### config.mk
export PLATFORM = sky130hd
export DESIGN_NAME = stream_range_stats_flat
export DESIGN_NICKNAME = d
export VERILOG_FILES = /design/src/rtl/stream_range_stats_if.sv /design/src/rtl/stream_range_stats.sv /design/src/flat_wrapper.sv
export SDC_FILE = /design/constraint.sdc
export NUM_CORES = 1
export LEC_CHECK = 0
export ABC_AREA = 0
export BUFFER_PORTS_ARGS = -buffer_cell sky130_fd_sc_hd__buf_2
export CAP_MARGIN = 5
export CORE_UTILIZATION = 40
export DETAILED_ROUTE_END_ITERATION = 6
export SLEW_MARGIN = 15
export SYNTH_ARGS = -nofsm -noshare
export SYNTH_HDL_FRONTEND = slang
export SYNTH_SLANG_ARGS = --single-unit
### constraint.sdc
create_clock -name clock -period 10.6 [get_ports clock]
set_input_delay 2.12 -clock clock [delete_from_list [all_inputs] [get_ports clock]]
set_output_delay 2.12 -clock clock [all_outputs]
set_load 0.005 [all_outputs]
### src/rtl/stream_range_stats_if.sv
// Sample/result bundle for stream_range_stats; the DUT sits on the slave modport.
// Producer/consumer side uses master; result handshake is valid/ready.
interface stream_range_stats_if #(
    parameter int WIDTH     = 8,
    parameter int CNT_WIDTH = 8
);
    logic                 go;
    logic                 finish;
    logic                 in_valid;
    logic [WIDTH-1:0]     data_in;
    logic                 result_ready;
    logic                 result_valid;
    logic [WIDTH-1:0]     min_out;
    logic [WIDTH-1:0]     max_out;
    logic [WIDTH-1:0]     range;
    logic [CNT_WIDTH-1:0] count;
    logic                 count_sat;
    logic                 busy;
    logic                 error;

    modport slave (
        input  go, finish, in_valid, data_in, result_ready,
        output result_valid, min_out, max_out, range, count, count_sat, busy, error
    );

    modport master (
        output go, finish, in_valid, data_in, result_ready,
        input  result_valid, min_out, max_out, range, count, count_sat, busy, error
    );
endinterface

### src/rtl/stream_range_stats.sv
// Tracks min/max/range/count over a go..finish sample sequence; result registered one edge after finish.
// Result held in DONE until result_ready; no input backpressure (samples always accepted while running).
module stream_range_stats #(
    parameter int WIDTH     = 8,
    parameter int CNT_WIDTH = 8,
    parameter int SIGNED    = 0
) (
    input  logic                  clock,
    input  logic                  reset,
    stream_range_stats_if.slave   bus
);
    typedef enum logic [1:0] {
        IDLE  = 2'd0,
        RUN   = 2'd1,
        DONE  = 2'd2,
        ERROR = 2'd3
    } state_t;

    localparam logic [CNT_WIDTH-1:0] CNT_MAX = '1;

    state_t               r_state;
    logic [WIDTH-1:0]     r_min;
    logic [WIDTH-1:0]     r_max;
    logic [WIDTH-1:0]     r_range;
    logic [CNT_WIDTH-1:0] r_count;
    logic                 r_sat;
    logic                 r_result_valid;
    logic                 r_busy;
    logic                 r_error;

    state_t               w_state_nxt;
    logic [WIDTH-1:0]     w_min_nxt;
    logic [WIDTH-1:0]     w_max_nxt;
    logic [WIDTH-1:0]     w_range_nxt;
    logic [CNT_WIDTH-1:0] w_count_nxt;
    logic                 w_sat_nxt;

    logic                 w_lt;
    logic                 w_gt;
    logic [WIDTH-1:0]     w_acc_min;
    logic [WIDTH-1:0]     w_acc_max;
    logic [CNT_WIDTH-1:0] w_acc_count;
    logic                 w_acc_sat;

    // Strict compares: a sample equal to the current extreme leaves it untouched.
    always_comb begin
        if (SIGNED != 0) begin
            w_lt = $signed(bus.data_in) < $signed(r_min);
            w_gt = $signed(bus.data_in) > $signed(r_max);
        end else begin
            w_lt = bus.data_in < r_min;
            w_gt = bus.data_in > r_max;
        end
    end

    // Statistics with the current-cycle sample folded in (used only in RUN).
    always_comb begin
        w_acc_min   = r_min;
        w_acc_max   = r_max;
        w_acc_count = r_count;
        w_acc_sat   = r_sat;
        if (bus.in_valid) begin
            if (w_lt) w_acc_min = bus.data_in;
            if (w_gt) w_acc_max = bus.data_in;
            if (r_count != CNT_MAX) w_acc_count = r_count + 1'b1;
            w_acc_sat = r_sat | (w_acc_count == CNT_MAX);
        end
    end

    always_comb begin
        w_state_nxt = r_state;
        w_min_nxt   = r_min;
        w_max_nxt   = r_max;
        w_range_nxt = r_range;
        w_count_nxt = r_count;
        w_sat_nxt   = r_sat;
        case (r_state)
            IDLE, ERROR: begin
                if (bus.go && !bus.finish) begin
                    w_state_nxt = RUN;
                    w_min_nxt   = bus.data_in;
                    w_max_nxt   = bus.data_in;
                    w_count_nxt = {{(CNT_WIDTH-1){1'b0}}, 1'b1};
                    w_sat_nxt   = (CNT_MAX == {{(CNT_WIDTH-1){1'b0}}, 1'b1}) ? 1'b1 : 1'b0;
                    w_range_nxt = '0;
                end else if (bus.finish) begin
                    w_state_nxt = ERROR;
                    w_range_nxt = '0;
                end
            end
            RUN: begin
                if (bus.go) begin
                    // Restart attempt: sample in this cycle is dropped.
                    w_state_nxt = ERROR;
                end else begin
                    w_min_nxt   = w_acc_min;
                    w_max_nxt   = w_acc_max;
                    w_count_nxt = w_acc_count;
                    w_sat_nxt   = w_acc_sat;
                    if (bus.finish) begin
                        w_state_nxt = DONE;
                        w_range_nxt = w_acc_max - w_acc_min;
                    end
                end
            end
            DONE: begin
                if (bus.result_ready) w_state_nxt = IDLE;
            end
            default: w_state_nxt = IDLE;
        endcase
    end

    always_ff @(posedge clock or posedge reset) begin
        if (reset) begin
            r_state        <= IDLE;
            r_min          <= '0;
            r_max          <= '0;
            r_range        <= '0;
            r_count        <= '0;
            r_sat          <= 1'b0;
            r_result_valid <= 1'b0;
            r_busy         <= 1'b0;
            r_error        <= 1'b0;
        end else begin
            r_state        <= w_state_nxt;
            r_min          <= w_min_nxt;
            r_max          <= w_max_nxt;
            r_range        <= w_range_nxt;
            r_count        <= w_count_nxt;
            r_sat          <= w_sat_nxt;
            r_result_valid <= (w_state_nxt == DONE);
            r_busy         <= (w_state_nxt == RUN);
            r_error        <= (w_state_nxt == ERROR);
        end
    end

    assign bus.result_valid = r_result_valid;
    assign bus.min_out      = r_min;
    assign bus.max_out      = r_max;
    assign bus.range        = r_range;
    assign bus.count        = r_count;
    assign bus.count_sat    = r_sat;
    assign bus.busy         = r_busy;
    assign bus.error        = r_error;
endmodule

### src/flat_wrapper.sv
// flat-port wrapper written by rule: the top's interface ports become plain ports
module stream_range_stats_flat 
#(
    parameter int WIDTH     = 8,
    parameter int CNT_WIDTH = 8,
    parameter int SIGNED    = 0
)
  (clock, reset, bus_go, bus_finish, bus_in_valid, bus_data_in, bus_result_ready, bus_result_valid, bus_min_out, bus_max_out, bus_range, bus_count, bus_count_sat, bus_busy, bus_error);
  stream_range_stats_if #(.WIDTH(WIDTH), .CNT_WIDTH(CNT_WIDTH)) bus_i ();
  input  logic clock;
  input  logic reset;
  input wire logic [$bits(bus_i.go)-1:0] bus_go;
  input wire logic [$bits(bus_i.finish)-1:0] bus_finish;
  input wire logic [$bits(bus_i.in_valid)-1:0] bus_in_valid;
  input wire logic [$bits(bus_i.data_in)-1:0] bus_data_in;
  input wire logic [$bits(bus_i.result_ready)-1:0] bus_result_ready;
  output wire logic [$bits(bus_i.result_valid)-1:0] bus_result_valid;
  output wire logic [$bits(bus_i.min_out)-1:0] bus_min_out;
  output wire logic [$bits(bus_i.max_out)-1:0] bus_max_out;
  output wire logic [$bits(bus_i.range)-1:0] bus_range;
  output wire logic [$bits(bus_i.count)-1:0] bus_count;
  output wire logic [$bits(bus_i.count_sat)-1:0] bus_count_sat;
  output wire logic [$bits(bus_i.busy)-1:0] bus_busy;
  output wire logic [$bits(bus_i.error)-1:0] bus_error;
  assign bus_i.go = bus_go;
  assign bus_i.finish = bus_finish;
  assign bus_i.in_valid = bus_in_valid;
  assign bus_i.data_in = bus_data_in;
  assign bus_i.result_ready = bus_result_ready;
  assign bus_result_valid = bus_i.result_valid;
  assign bus_min_out = bus_i.min_out;
  assign bus_max_out = bus_i.max_out;
  assign bus_range = bus_i.range;
  assign bus_count = bus_i.count;
  assign bus_count_sat = bus_i.count_sat;
  assign bus_busy = bus_i.busy;
  assign bus_error = bus_i.error;
  stream_range_stats #(.WIDTH(WIDTH), .CNT_WIDTH(CNT_WIDTH), .SIGNED(SIGNED)) u_core (.clock(clock), .reset(reset), .bus(bus_i));
endmodule
==> metrics.yaml <==
status: "finished clean"
leakagePower_nw: 1.60
ctsHoldBuffers: 0
synthMuxAreaShare: 0.0372
startpoint_type: "input port"
start_util: 0.418
antenna_found_initial: 0
fin_nets: 431
yosys_warnings: 0
grt_pass1_wl_um: 12400
power_density_nw_per_um2: 303
fin_crit_sh: 0.543
postSynth.asyncResetShare: 1.00
grt_max_degree: 39
crit_slowest_cell: "a21oi_1"
postCtsSetupBuffers: 0
clock_skew_ns: 0.00781
worstReg2RegEnd: "u_core.bus.range[7]"
hold_path_depth: 2
vias: 2673
cpPeakStageDelay_ns: 0.81
area_delta_synth_final_pct: 15.4
track_usage: 0.216
synth_top_area_share: 0.333
hold_viol_final: 0
setup_violations: 0
die_y_um: 86.5
max_slew.worst_pin.slew_ns: 1.05
drv_cap: 0
finalWorstSetupSlack_ns: 4.85
drtIter0Drc: 186
clk_latency_ns: 0.30
ios: 50
place_area_sq_um: 3190
h-tree-depth: 2
holdWs_ns: 0.480
gr-total-overflow: 0
synth_top_family_by_area: "compound AO/OA/AOI/OAI gates"
grt_pass1_vias: 2501
path_class: "in -> reg"
rsz0062_at_grt: "no"
place.gp.congestion: 0.954
slew_headroom: 0.301
synthTopCellsByArea: "dfrtp_1, ha_1, o21ai_0"
cts_buffers: 5
row_count: 30
timing.setup.tns_ns: 0
peakVddDrop_mv: 0.103
required_ns: 10.83
die_w_um: 86.5
drive_gt1_frac: 0.181
dr.pass1.iters: 5
path_cells: "buf_2 -> ha_1 -> a21o_1 -> a211o_1 -> a21oi_1 -> nor2_1 -> a21o_1 -> fa_1 -> inv_1 -> nor2_1 -> o211a_1 -> or3_4 -> a221oi_2 -> a31oi_1 -> xor2_1 -> o21ai_1"
n_antenna_cell: 0
cts_tree: "built"
viasPerCell: 5.47
fmax_ghz: 0.174
startpoint: "bus_data_in[6]"
clk_pin_slew_worst_paths_ns: 0.08
synthSimpleGateAreaFrac: 0.173
postRouteAntennaNets: 0
cts_resized: 0
final_design_area_no_fill_sq_um: 3300
worstReg2RegStart: "u_core.bus.max_out[4]"
cts.sinks: 38
arrival_ns: 5.98
wl_per_cell_um: 15.0
core_area_sq_um: 6830
synth_adder_area_share: 0.116
avgSynthCellArea_sq_um: 8.26
syn_nets: 385
synth_cells: 346
io_buffers: 49
r2r_setup_slack_ns: 6.29
yosys_register_bits: 38
synth_xor_area_frac: 0.0398
pre_cts_slack_ns: 4.59
die-area_sq_um: 7490
synth_ff_type: "dfrtp_1"
synth_compound_area_frac: 0.246
ys_seq_area_frac: 0.333
slew_violations: 0
rr_worst_depth: 17
crit_path_max_fanout: 15
ctsLongestPathBuffers: 2
ys_types: 54
drc: 0
synth_edf_count: 0
post-synth-top-area-cell: "dfrtp_1"
cts-root-buf: "clkbuf_8"
hp-class: "reg -> reg"
finalWirelength_um: 7360
synth.cell_area_sq_um: 2860
hpwl_um: 5480
cp-end-kind: "flip-flop"
hold_end: "u_core.bus.range[2]"
period_minus_slack_ns: 5.75
min-delay-start: "u_core.bus.range[2]"
state kept, by name (all words and copies together) (netlist names), named ones only:
signal / cells
u_core.bus.busy: 1
u_core.bus.count: 8
u_core.bus.count_sat: 1
u_core.bus.error: 1
u_core.bus.max_out: 8
u_core.bus.min_out: 6
u_core.bus.range: 8
u_core.bus.result_valid: 1
u_core.r_state: 2
stage by stage:
stage          total power, mW  instances  utilization
2_1_floorplan            0.700        346            -
4_1_cts                   1.00        489        0.483
5_1_grt                   1.10        489        0.483
6_report                 0.999        489        0.483
3_5_place_dp             0.871        481        0.467
3_3_place_gp             0.865        481        0.467
worst max-delay path: cells and delay by family:
kind                       cells  cell delay [ns]
AOI/OAI and AO/OA              8             2.23
adders and majority gates      2             0.71
and+or+nand+nor                3             0.51
buffers and inverters          2             0.25
xor gates and xnor gates       1             0.15
cell usage after synthesis (2+ instances only):
| cell type | instances |
|---|---|
| nand2_1 | 44 |
| o21ai_0 | 41 |
| dfrtp_1 | 38 |
| inv_1 | 26 |
| ha_1 | 24 |
| nor2_1 | 24 |
| a21oi_1 | 20 |
| clkbuf_1 | 11 |
| nand3_1 | 8 |
| o21ai_1 | 7 |
| xnor2_1 | 7 |
| xor2_1 | 6 |
| a211oi_1 | 5 |
| a21o_1 | 5 |
| a31oi_1 | 5 |
| and3_1 | 5 |
| mux2_2 | 5 |
| mux2i_1 | 5 |
| o21a_1 | 4 |
| o22ai_1 | 4 |
| a22oi_1 | 3 |
| and2_1 | 3 |
| nand4_1 | 3 |
| nor2b_1 | 3 |
| nor3_1 | 3 |
| nor3b_1 | 3 |
| o211ai_1 | 3 |
| a311oi_1 | 2 |
| nand2b_1 | 2 |
| nor4_1 | 2 |
| o31ai_1 | 2 |
cells by family after synthesis:
group           count (synthesis)
buf+inv                        40
flops                          38
compound gates                113
simple gates                  106
xor+xnor                       13
mux                            10
fa+ha+maj                      26
worst max path at each step:
stage / endpoint / slack, ns
floorplan: u_core.bus.range[7] / 5.08
CTS: u_core.bus.range[6] / 4.89
global route: u_core.bus.range[7] / 4.53
global placement: u_core.bus.range[7] / 4.63
finish: u_core.bus.range[6] / 4.85
detailed placement: u_core.bus.range[6] / 4.59
per-layer routing:
layer / GRT usage / wire length [um]
met1: 0.300 / 3620
met2: 0.347 / 3290
met3: 0.0410 / 367
met4: 0.0515 / 78
met5: 0 / 0
cell type report:
| type | instances | area [sq um] |
|---|---|---|
| clock buffers | 5 | 68.8 |
| multi-input cells | 268 | 1750 |
| clock inverters | 3 | 40.0 |
| well taps | 96 | 120 |
| flip-flops and latches | 38 | 951 |
| inverters | 27 | 101 |
| fillers | 701 | 3530 |
| repair buffers | 52 | 268 |
where the power goes:
| part | switching [mW] | internal [mW] | total [mW] |
|---|---|---|---|
| logic | 0.363 | 0.266 | 0.629 |
| registers | 0.0479 | 0.197 | 0.245 |
| clock network | 0.0562 | 0.0693 | 0.125 |
cells in the final DEF, fill, tap and decap left out, drive strengths merged, types with 7 or more instances in the layout:
cell type,n
nand3,8
inv,27
nor2,24
xnor2,7
o21ai,48
dfrtp,38
nand2,44
a21oi,21
ha,24
buf,52
(Power assumes the default switching activity.)
